$ cat config.mk
export PLATFORM = sky130hd
export DESIGN_NAME = seq_priority_encoder_8to3_flat
export DESIGN_NICKNAME = d
export VERILOG_FILES = /design/src/rtl/seq_priority_encoder_8to3_if.sv /design/src/rtl/seq_priority_encoder_8to3.sv /design/src/flat_wrapper.sv
export SDC_FILE = /design/constraint.sdc
export NUM_CORES = 1
export LEC_CHECK = 0
export CORE_MARGIN = 4
export CORE_UTILIZATION = 48
export DETAILED_ROUTE_END_ITERATION = 12
export PLACE_DENSITY = 0.92
export SYNTH_ARGS = -nofsm -noshare
export SYNTH_HDL_FRONTEND = slang
export SYNTH_SLANG_ARGS = --single-unit
$ cat constraint.sdc
create_clock -name clk -period 4.2 [get_ports clk]
set_input_delay 1.26 -clock clk [delete_from_list [all_inputs] [get_ports clk]]
set_output_delay 1.26 -clock clk [all_outputs]
set_load 0.05 [all_outputs]
$ cat src/rtl/seq_priority_encoder_8to3_if.sv
// Vector-in / index-out handshake bundle for the 8-to-3 sequential encoder.
// slave is the encoder's view, master is the producer/consumer side.
interface seq_priority_encoder_8to3_if #(
   parameter int WIDTH = 8,
   parameter int IDX_W = 3
);
   logic [WIDTH-1:0] in_vec;
   logic             in_valid;
   logic             in_ready;
   logic [IDX_W-1:0] out_idx;
   logic             out_valid;
   logic             out_ready;
   logic             out_last;
   logic             out_none;

   modport slave (
      input  in_vec, in_valid, out_ready,
      output in_ready, out_idx, out_valid, out_last, out_none
   );

   modport master (
      output in_vec, in_valid, out_ready,
      input  in_ready, out_idx, out_valid, out_last, out_none
   );
endinterface

$ cat src/rtl/seq_priority_encoder_8to3.sv
// Serialises a multi-hot 8-bit vector into 3-bit indices, lowest bit first.
// Every output except in_ready comes straight from the state/pend registers.
module seq_priority_encoder_8to3 (
   input  logic                         clk,
   input  logic                         rst_n,
   input  logic                         enable,
   seq_priority_encoder_8to3_if.slave   bus,
   output logic                         busy
);
   typedef enum logic {
      IDLE = 1'b0,
      EMIT = 1'b1
   } state_t;

   state_t     r_state;
   state_t     w_state_nxt;
   logic [7:0] r_pend;
   logic [7:0] w_pend_nxt;
   logic [7:0] w_low;
   logic [2:0] w_idx;
   logic       r_none;
   logic       w_none_nxt;
   logic       w_accept;
   logic       w_beat;
   logic       w_last;

   // Two's-complement trick isolates the lowest set bit as a one-hot word.
   assign w_low = r_pend & (~r_pend + 8'd1);

   always_comb begin
      w_idx = 3'd0;
      unique case (1'b1)
         w_low[0]: w_idx = 3'd0;
         w_low[1]: w_idx = 3'd1;
         w_low[2]: w_idx = 3'd2;
         w_low[3]: w_idx = 3'd3;
         w_low[4]: w_idx = 3'd4;
         w_low[5]: w_idx = 3'd5;
         w_low[6]: w_idx = 3'd6;
         w_low[7]: w_idx = 3'd7;
         default:  w_idx = 3'd0;
      endcase
   end

   assign w_last        = (r_state == EMIT) && (w_low == r_pend);
   assign bus.in_ready  = enable && (r_state == IDLE);
   assign bus.out_valid = (r_state == EMIT);
   assign bus.out_idx   = w_idx;
   assign bus.out_last  = w_last;
   assign bus.out_none  = r_none;
   assign busy          = (r_state == EMIT);

   assign w_accept = bus.in_valid && bus.in_ready;
   assign w_beat   = bus.out_valid && bus.out_ready;

   always_comb begin
      w_state_nxt = r_state;
      w_pend_nxt  = r_pend;
      w_none_nxt  = 1'b0;
      unique case (r_state)
         IDLE: begin
            if (w_accept) begin
               if (|bus.in_vec) begin
                  w_pend_nxt  = bus.in_vec;
                  w_state_nxt = EMIT;
               end else begin
                  w_none_nxt = 1'b1;
               end
            end
         end
         EMIT: begin
            if (w_beat) begin
               w_pend_nxt = r_pend & ~w_low;
               if (w_last) begin
                  w_state_nxt = IDLE;
               end
            end
         end
      endcase
   end

   always_ff @(posedge clk or negedge rst_n) begin
      if (!rst_n) begin
         r_state <= IDLE;
         r_pend  <= 8'd0;
         r_none  <= 1'b0;
      end else begin
         r_state <= w_state_nxt;
         r_pend  <= w_pend_nxt;
         r_none  <= w_none_nxt;
      end
   end
endmodule

$ cat src/flat_wrapper.sv
// flat-port wrapper written by rule: the top's interface ports become plain ports
module seq_priority_encoder_8to3_flat 
  (clk, rst_n, enable, busy, bus_in_vec, bus_in_valid, bus_out_ready, bus_in_ready, bus_out_idx, bus_out_valid, bus_out_last, bus_out_none);
  seq_priority_encoder_8to3_if bus_i ();
  input  logic clk;
  input  logic rst_n;
  input  logic enable;
  output logic busy;
  input wire logic [$bits(bus_i.in_vec)-1:0] bus_in_vec;
  input wire logic [$bits(bus_i.in_valid)-1:0] bus_in_valid;
  input wire logic [$bits(bus_i.out_ready)-1:0] bus_out_ready;
  output wire logic [$bits(bus_i.in_ready)-1:0] bus_in_ready;
  output wire logic [$bits(bus_i.out_idx)-1:0] bus_out_idx;
  output wire logic [$bits(bus_i.out_valid)-1:0] bus_out_valid;
  output wire logic [$bits(bus_i.out_last)-1:0] bus_out_last;
  output wire logic [$bits(bus_i.out_none)-1:0] bus_out_none;
  assign bus_i.in_vec = bus_in_vec;
  assign bus_i.in_valid = bus_in_valid;
  assign bus_i.out_ready = bus_out_ready;
  assign bus_in_ready = bus_i.in_ready;
  assign bus_out_idx = bus_i.out_idx;
  assign bus_out_valid = bus_i.out_valid;
  assign bus_out_last = bus_i.out_last;
  assign bus_out_none = bus_i.out_none;
  seq_priority_encoder_8to3 u_core (.clk(clk), .rst_n(rst_n), .enable(enable), .bus(bus_i), .busy(busy));
endmodule
After elaboration in Yosys (flattened, before gate mapping)
Cells that the tools add are included.
Storage, ports and cells
  flip-flop bits (word level): 10
  input port bits: 13
  output and inout port bits: 8
  word-level logic and storage cells: 32
Cells by class
  add/subtract/negate cells: 1
  equal/unequal tests: 4
  muxes and demuxes: 13
  bitwise operators: 5
  reduce and logical (&&, ||, !) cells: 6
Operators by type and width (count)
  8-bit 2-to-1 mux: 3
  3-bit one-hot mux with 7 select lines: 1
  8-bit AND: 2
  8-bit inverter: 2
  8-bit one-hot mux with 2 select lines: 1
  8-bit by 1-bit adder with 8-bit output, second input constant: 1
  8-bit == test: 1
  8-bit OR reduction: 1
  1-bit 2-to-1 mux: 7
  1-bit logical AND: 4
  2-bit != test, second input constant: 2
  3-bit AND reduction: 1
  2-bit by 1-bit != test with 1-bit output, second input constant: 1
  1-bit one-hot mux with 2 select lines: 1
  1-bit inverter: 1

Longest topological paths before layout
Gate-level depths: netlist of run 1.
  word-level depth: 8
  depth in mapped cells: 6
  gate-level depth less buffers: 4

Least setup slack after synthesis of run 1
OpenSTA, ideal clock, no wires.
  kind: in2out
  from: input enable
  to: output bus_in_ready
  arrival: 1.967 ns
  data required time: 2.940 ns
  path slack: 0.973 ns
  cell stages on the path: 1
  path buffers: 0
  cell sequence: nor2b_1
Between the ends
  cells in the longest elaborated chain, start to end: 1
Ends and longest elaborated chain
  start: declaration: line flat_wrapper.sv:7  | input logic enable;
  1-bit logical AND: line seq_priority_encoder_8to3.sv:46  | assign bus.in_ready = enable && (r_state == IDLE);
  end: declaration: line flat_wrapper.sv:12  | output wire logic [$bits(bus_i.in_ready)-1:0] bus_in_ready;
No other way between the ends.

Worst setup path in the final report of run 1
  from: register u_core.r_pend[0]
  to: output bus_out_last
Between the ends
  cells in the longest elaborated chain, start to end: 5
Ends and longest elaborated chain
  start: declaration: line seq_priority_encoder_8to3.sv:17  | logic [7:0] r_pend;
  start signal: assignment: line seq_priority_encoder_8to3.sv:89  | r_pend <= w_pend_nxt;
  8-bit inverter: line seq_priority_encoder_8to3.sv:28  | assign w_low = r_pend & (~r_pend + 8'd1);
  8-bit by 1-bit adder with 8-bit output: line seq_priority_encoder_8to3.sv:28
  8-bit AND: line seq_priority_encoder_8to3.sv:28
  8-bit == test (*): line seq_priority_encoder_8to3.sv:45  | assign w_last = (r_state == EMIT) && (w_low == r_pend);
  1-bit logical AND (*): line seq_priority_encoder_8to3.sv:45
  end: declaration: line flat_wrapper.sv:15  | output wire logic [$bits(bus_i.out_last)-1:0] bus_out_last;
Mark *: on every way between the ends. The rest lies on a longest branch, timed or not.

==> results.sh, run 1 <==
export IMPL_syn_area_per_cell_um2=9.009
export IMPL_dp_slack_ns=0.5124
export IMPL_placed_cell_area_um2=835.8
export IMPL_switching_power_uw=434.8
export IMPL_clockBufferDepth=2
export IMPL_synth_ff_type="dfrtp_1"
export IMPL_clock_latency_ns=0.28
export IMPL_cts_tree="done"
export IMPL_irDropWorstVdd_mv=0.6863
export IMPL_synth_top_area_cell="dfrtp_1"
export IMPL_viasPerCell=6.434
export IMPL_hold_depth=1
export IMPL_max_freq_mhz=250.5
export IMPL_synth_yosys_seq_area_share_pct=37.04
export IMPL_max_cap_viol_count=0
export IMPL_netlist_instances=75
export IMPL_grtUsageTotal_pct=18.60
export IMPL_clkSlewWorstSetupHoldPaths_ns=0.06
export IMPL_synth_nets=88
export IMPL_clockRootBuffer="clkbuf_4"
export IMPL_fin_area_um2=858.3
export IMPL_num_vias=682
export IMPL_fin_crit_sh_pct=95.05
export IMPL_drt_iter0_drc=28
export IMPL_h_tree_depth=1
export IMPL_overflow=0
export IMPL_port_buffer_count=20
export IMPL_synth_warnings=0
export IMPL_routabilityCongestion=0.9127
export IMPL_synth_async_reset_ratio_pct=100.0
export IMPL_die_x_um=45.52
export IMPL_worst_slew_pin_slew_ns=0.7661
export IMPL_synth_most_common_cell="dfrtp_1"
export IMPL_drt_wl_total_um=1736
export IMPL_clock_skew_ns=0.009425
export IMPL_io_pins=21
export IMPL_p_clk_share_pct=8.3
export IMPL_setup_ws_ns=0.2079
export IMPL_ys_ff_latch=10
export IMPL_pwr_share_comb_pct=64.8
export IMPL_cp_arrival_ns=2.73
export IMPL_die_area_um2=2072
export IMPL_min_path_type="reg -> reg"
export IMPL_grt_max_degree=19
export IMPL_drive_gt1_share_pct=7.692
export IMPL_area_growth_pct=27.04
export IMPL_antenna_found_initial=0
export IMPL_p_leak_uw=0.0003379
export IMPL_dp_final_hpwl_um=1246
export IMPL_drv_slew=0
export IMPL_post_cts_resized=0
export IMPL_rsz0062_at_grt="false"
export IMPL_endpoint_kind="output port"
export IMPL_status="finished, final reports clean"
export IMPL_ant_nets=0
export IMPL_critPathKind="reg -> out"
export IMPL_tns_ns=0
export IMPL_finalHoldViolCount=0
export IMPL_antenna_cells=0
export IMPL_avgRoutedWirePerCell_um=16.38
export IMPL_holdBufCountCts=0
export IMPL_fin_crit_ns=3.992
export IMPL_synth_area_um2=675.6
export IMPL_required_ns=2.94
export IMPL_relSlewSlack_pct=48.93
export IMPL_core_area_um2=1318
export IMPL_cts_sinks=10
export IMPL_finalSetupViolCount=0
export IMPL_drc_errors=0
export IMPL_cts_setup_buffers=0
export IMPL_netSwitchingFraction_pct=53.05
export IMPL_synth_edf_count=0
export IMPL_r2r_cells=4
export IMPL_seq_power_share_pct=26.8
export IMPL_cp_max_fo=10
export IMPL_cp_start_kind="flip-flop"
export IMPL_fin_util_pct=65.15
export IMPL_die_height_um=45.52
export IMPL_num_rows=13
export IMPL_powerDensity_nw_per_um2=954.9
export IMPL_synth_top_cells_by_area="dfrtp_1, a22o_1, nor3_1, buf_6, a21oi_1"
export IMPL_grt_pass1_vias=558
export IMPL_synth_top_cell_area_share_pct=37.04
export IMPL_fillers=116
export IMPL_initial_core_util_pct=51.28
export IMPL_numCtsBuffers=3
export IMPL_p_int_uw=384.8
export IMPL_grt_pass1_wl_um=2684
export IMPL_synth_common_cells="dfrtp_1, nor3_1"
export IMPL_firstDrtPassIters=4
export IMPL_synth_cell_types=29
export IMPL_nets=106
## through the flow
step / instances / total power (uW) / hold WS [ns]
CTS: 106 / 816.4 / 0.6328
detailed placement: 103 / 745.8 / 0.5943
global placement: 103 / 734.3 / 0.5758
floorplan: 75 / 629.0 / 0.5331
global route: 106 / 873.2 / 0.6599
finish: 106 / 819.6 / 0.6546
## cells in the final DEF, fill, tap and decap left out, drive strengths merged
cell           instances
a2111o                 1
o21ai                  5
nor2                   5
nand2b                 1
o21bai                 2
mux2i                  1
clkbuf                 3
buf                    1
nor4                   3
or4                    1
clkdlybuf4s50         19
maj3                   1
and2                   2
nand2                  2
a2bb2oi                2
nor2b                  1
a31oi                  1
a32o                   1
nor3                   8
inv                    4
nand3b                 1
o22ai                  3
a21oi                  6
o2bb2ai                1
a2111oi                1
dfrtp                 10
a22o                   5
## path summary, 6_finish.rpt
| kind | start | to | slack, ns |
|---|---|---|---|
| min reg2reg | u_core.r_pend[7]$_DFFE_PN0P_ | u_core.r_pend[7]$_DFFE_PN0P_ | 0.65 |
| min | u_core.r_pend[7]$_DFFE_PN0P_ | u_core.r_pend[7]$_DFFE_PN0P_ | 0.65 |
| max reg2reg | u_core.bus.out_valid$_DFF_PN0_ | u_core.r_pend[6]$_DFFE_PN0P_ | 2.28 |
| max | u_core.r_pend[0]$_DFFE_PN0P_ | bus_out_last | 0.21 |
| min in group asynchronous | rst_n | u_core.r_pend[4]$_DFFE_PN0P_ | 1.30 |
| max in group asynchronous | rst_n | u_core.r_pend[1]$_DFFE_PN0P_ | 2.58 |
## flip-flops by register name (all words and copies together) (netlist names)
name                  count
u_core.bus.out_none       1
u_core.r_pend             8
u_core.bus.out_valid      1
## power by group through the flow
stage          combinational (uW)  clock, uW  sequential, uW
4_1_cts                       532       68.2             216
5_1_grt                       571       75.2             227
6_report                      531       68.3             220
3_3_place_gp                  525          0             210
2_1_floorplan                 441          0             188
3_5_place_dp                  528          0             218
## layout make-up
| cell class | count | area (um2) | share of cell area [%] |
|---|---|---|---|
| Tap cell | 15 | 18.77 | 2.187 |
| Inverter | 4 | 15.01 | 1.749 |
| Clock buffer | 3 | 22.52 | 2.624 |
| Multi-Input combinational cell | 54 | 354.1 | 41.25 |
| Timing Repair Buffer | 20 | 197.7 | 23.03 |
| Sequential cell | 10 | 250.2 | 29.15 |
## worst max-delay path: stages (launching register included)
cell	delay (ns)
dfrtp_1	0.47
or4_4	0.59
a2111o_1	0.31
a2bb2oi_2	0.15
and2_1	0.13
clkdlybuf4s50_1	0.80
## cells by family after synthesis
group                    after synthesis  share of synthesized area [%]
buffers and inverters                 11                          10.55
multiplexers                           1                          1.482
AO/OA/AOI/OAI                         28                          30.37
AND/OR/NAND/NOR                       24                          19.08
flip-flops                            10                          37.04
adder cells (fa/ha/maj)                1                          1.482
## per-layer routing
metal | wire (um) | GRT usage [%]
met1 | 700 | 26.39
met4 | 58 | 12.28
met2 | 816 | 24.79
met3 | 160 | 3.953
met5 | 0 | 0
No activity file was read; power rests on OpenSTA's default activity.
==> run 2: changes to the inputs <==
--- a/config.mk
+++ b/config.mk
@@ -5,9 +5,11 @@
 export SDC_FILE = /design/constraint.sdc
 export NUM_CORES = 1
 export LEC_CHECK = 0
+export CAP_MARGIN = 20
 export CORE_MARGIN = 4
 export CORE_UTILIZATION = 48
 export DETAILED_ROUTE_END_ITERATION = 12
+export HOLD_SLACK_MARGIN = 0.08
 export PLACE_DENSITY = 0.92
 export SYNTH_ARGS = -nofsm -noshare
 export SYNTH_HDL_FRONTEND = slang
==> results of run 2 <==
No change in the layout: final DEF, timing and power equal those of run 1.
==> run 3: changes to the inputs <==
--- a/config.mk
+++ b/config.mk
@@ -11,6 +11,7 @@
 export DETAILED_ROUTE_END_ITERATION = 12
 export HOLD_SLACK_MARGIN = 0.08
 export PLACE_DENSITY = 0.92
+export SLEW_MARGIN = 15
 export SYNTH_ARGS = -nofsm -noshare
 export SYNTH_HDL_FRONTEND = slang
 export SYNTH_SLANG_ARGS = --single-unit
==> results of run 3 <==
No change in the layout: final DEF, timing and power equal those of run 1.
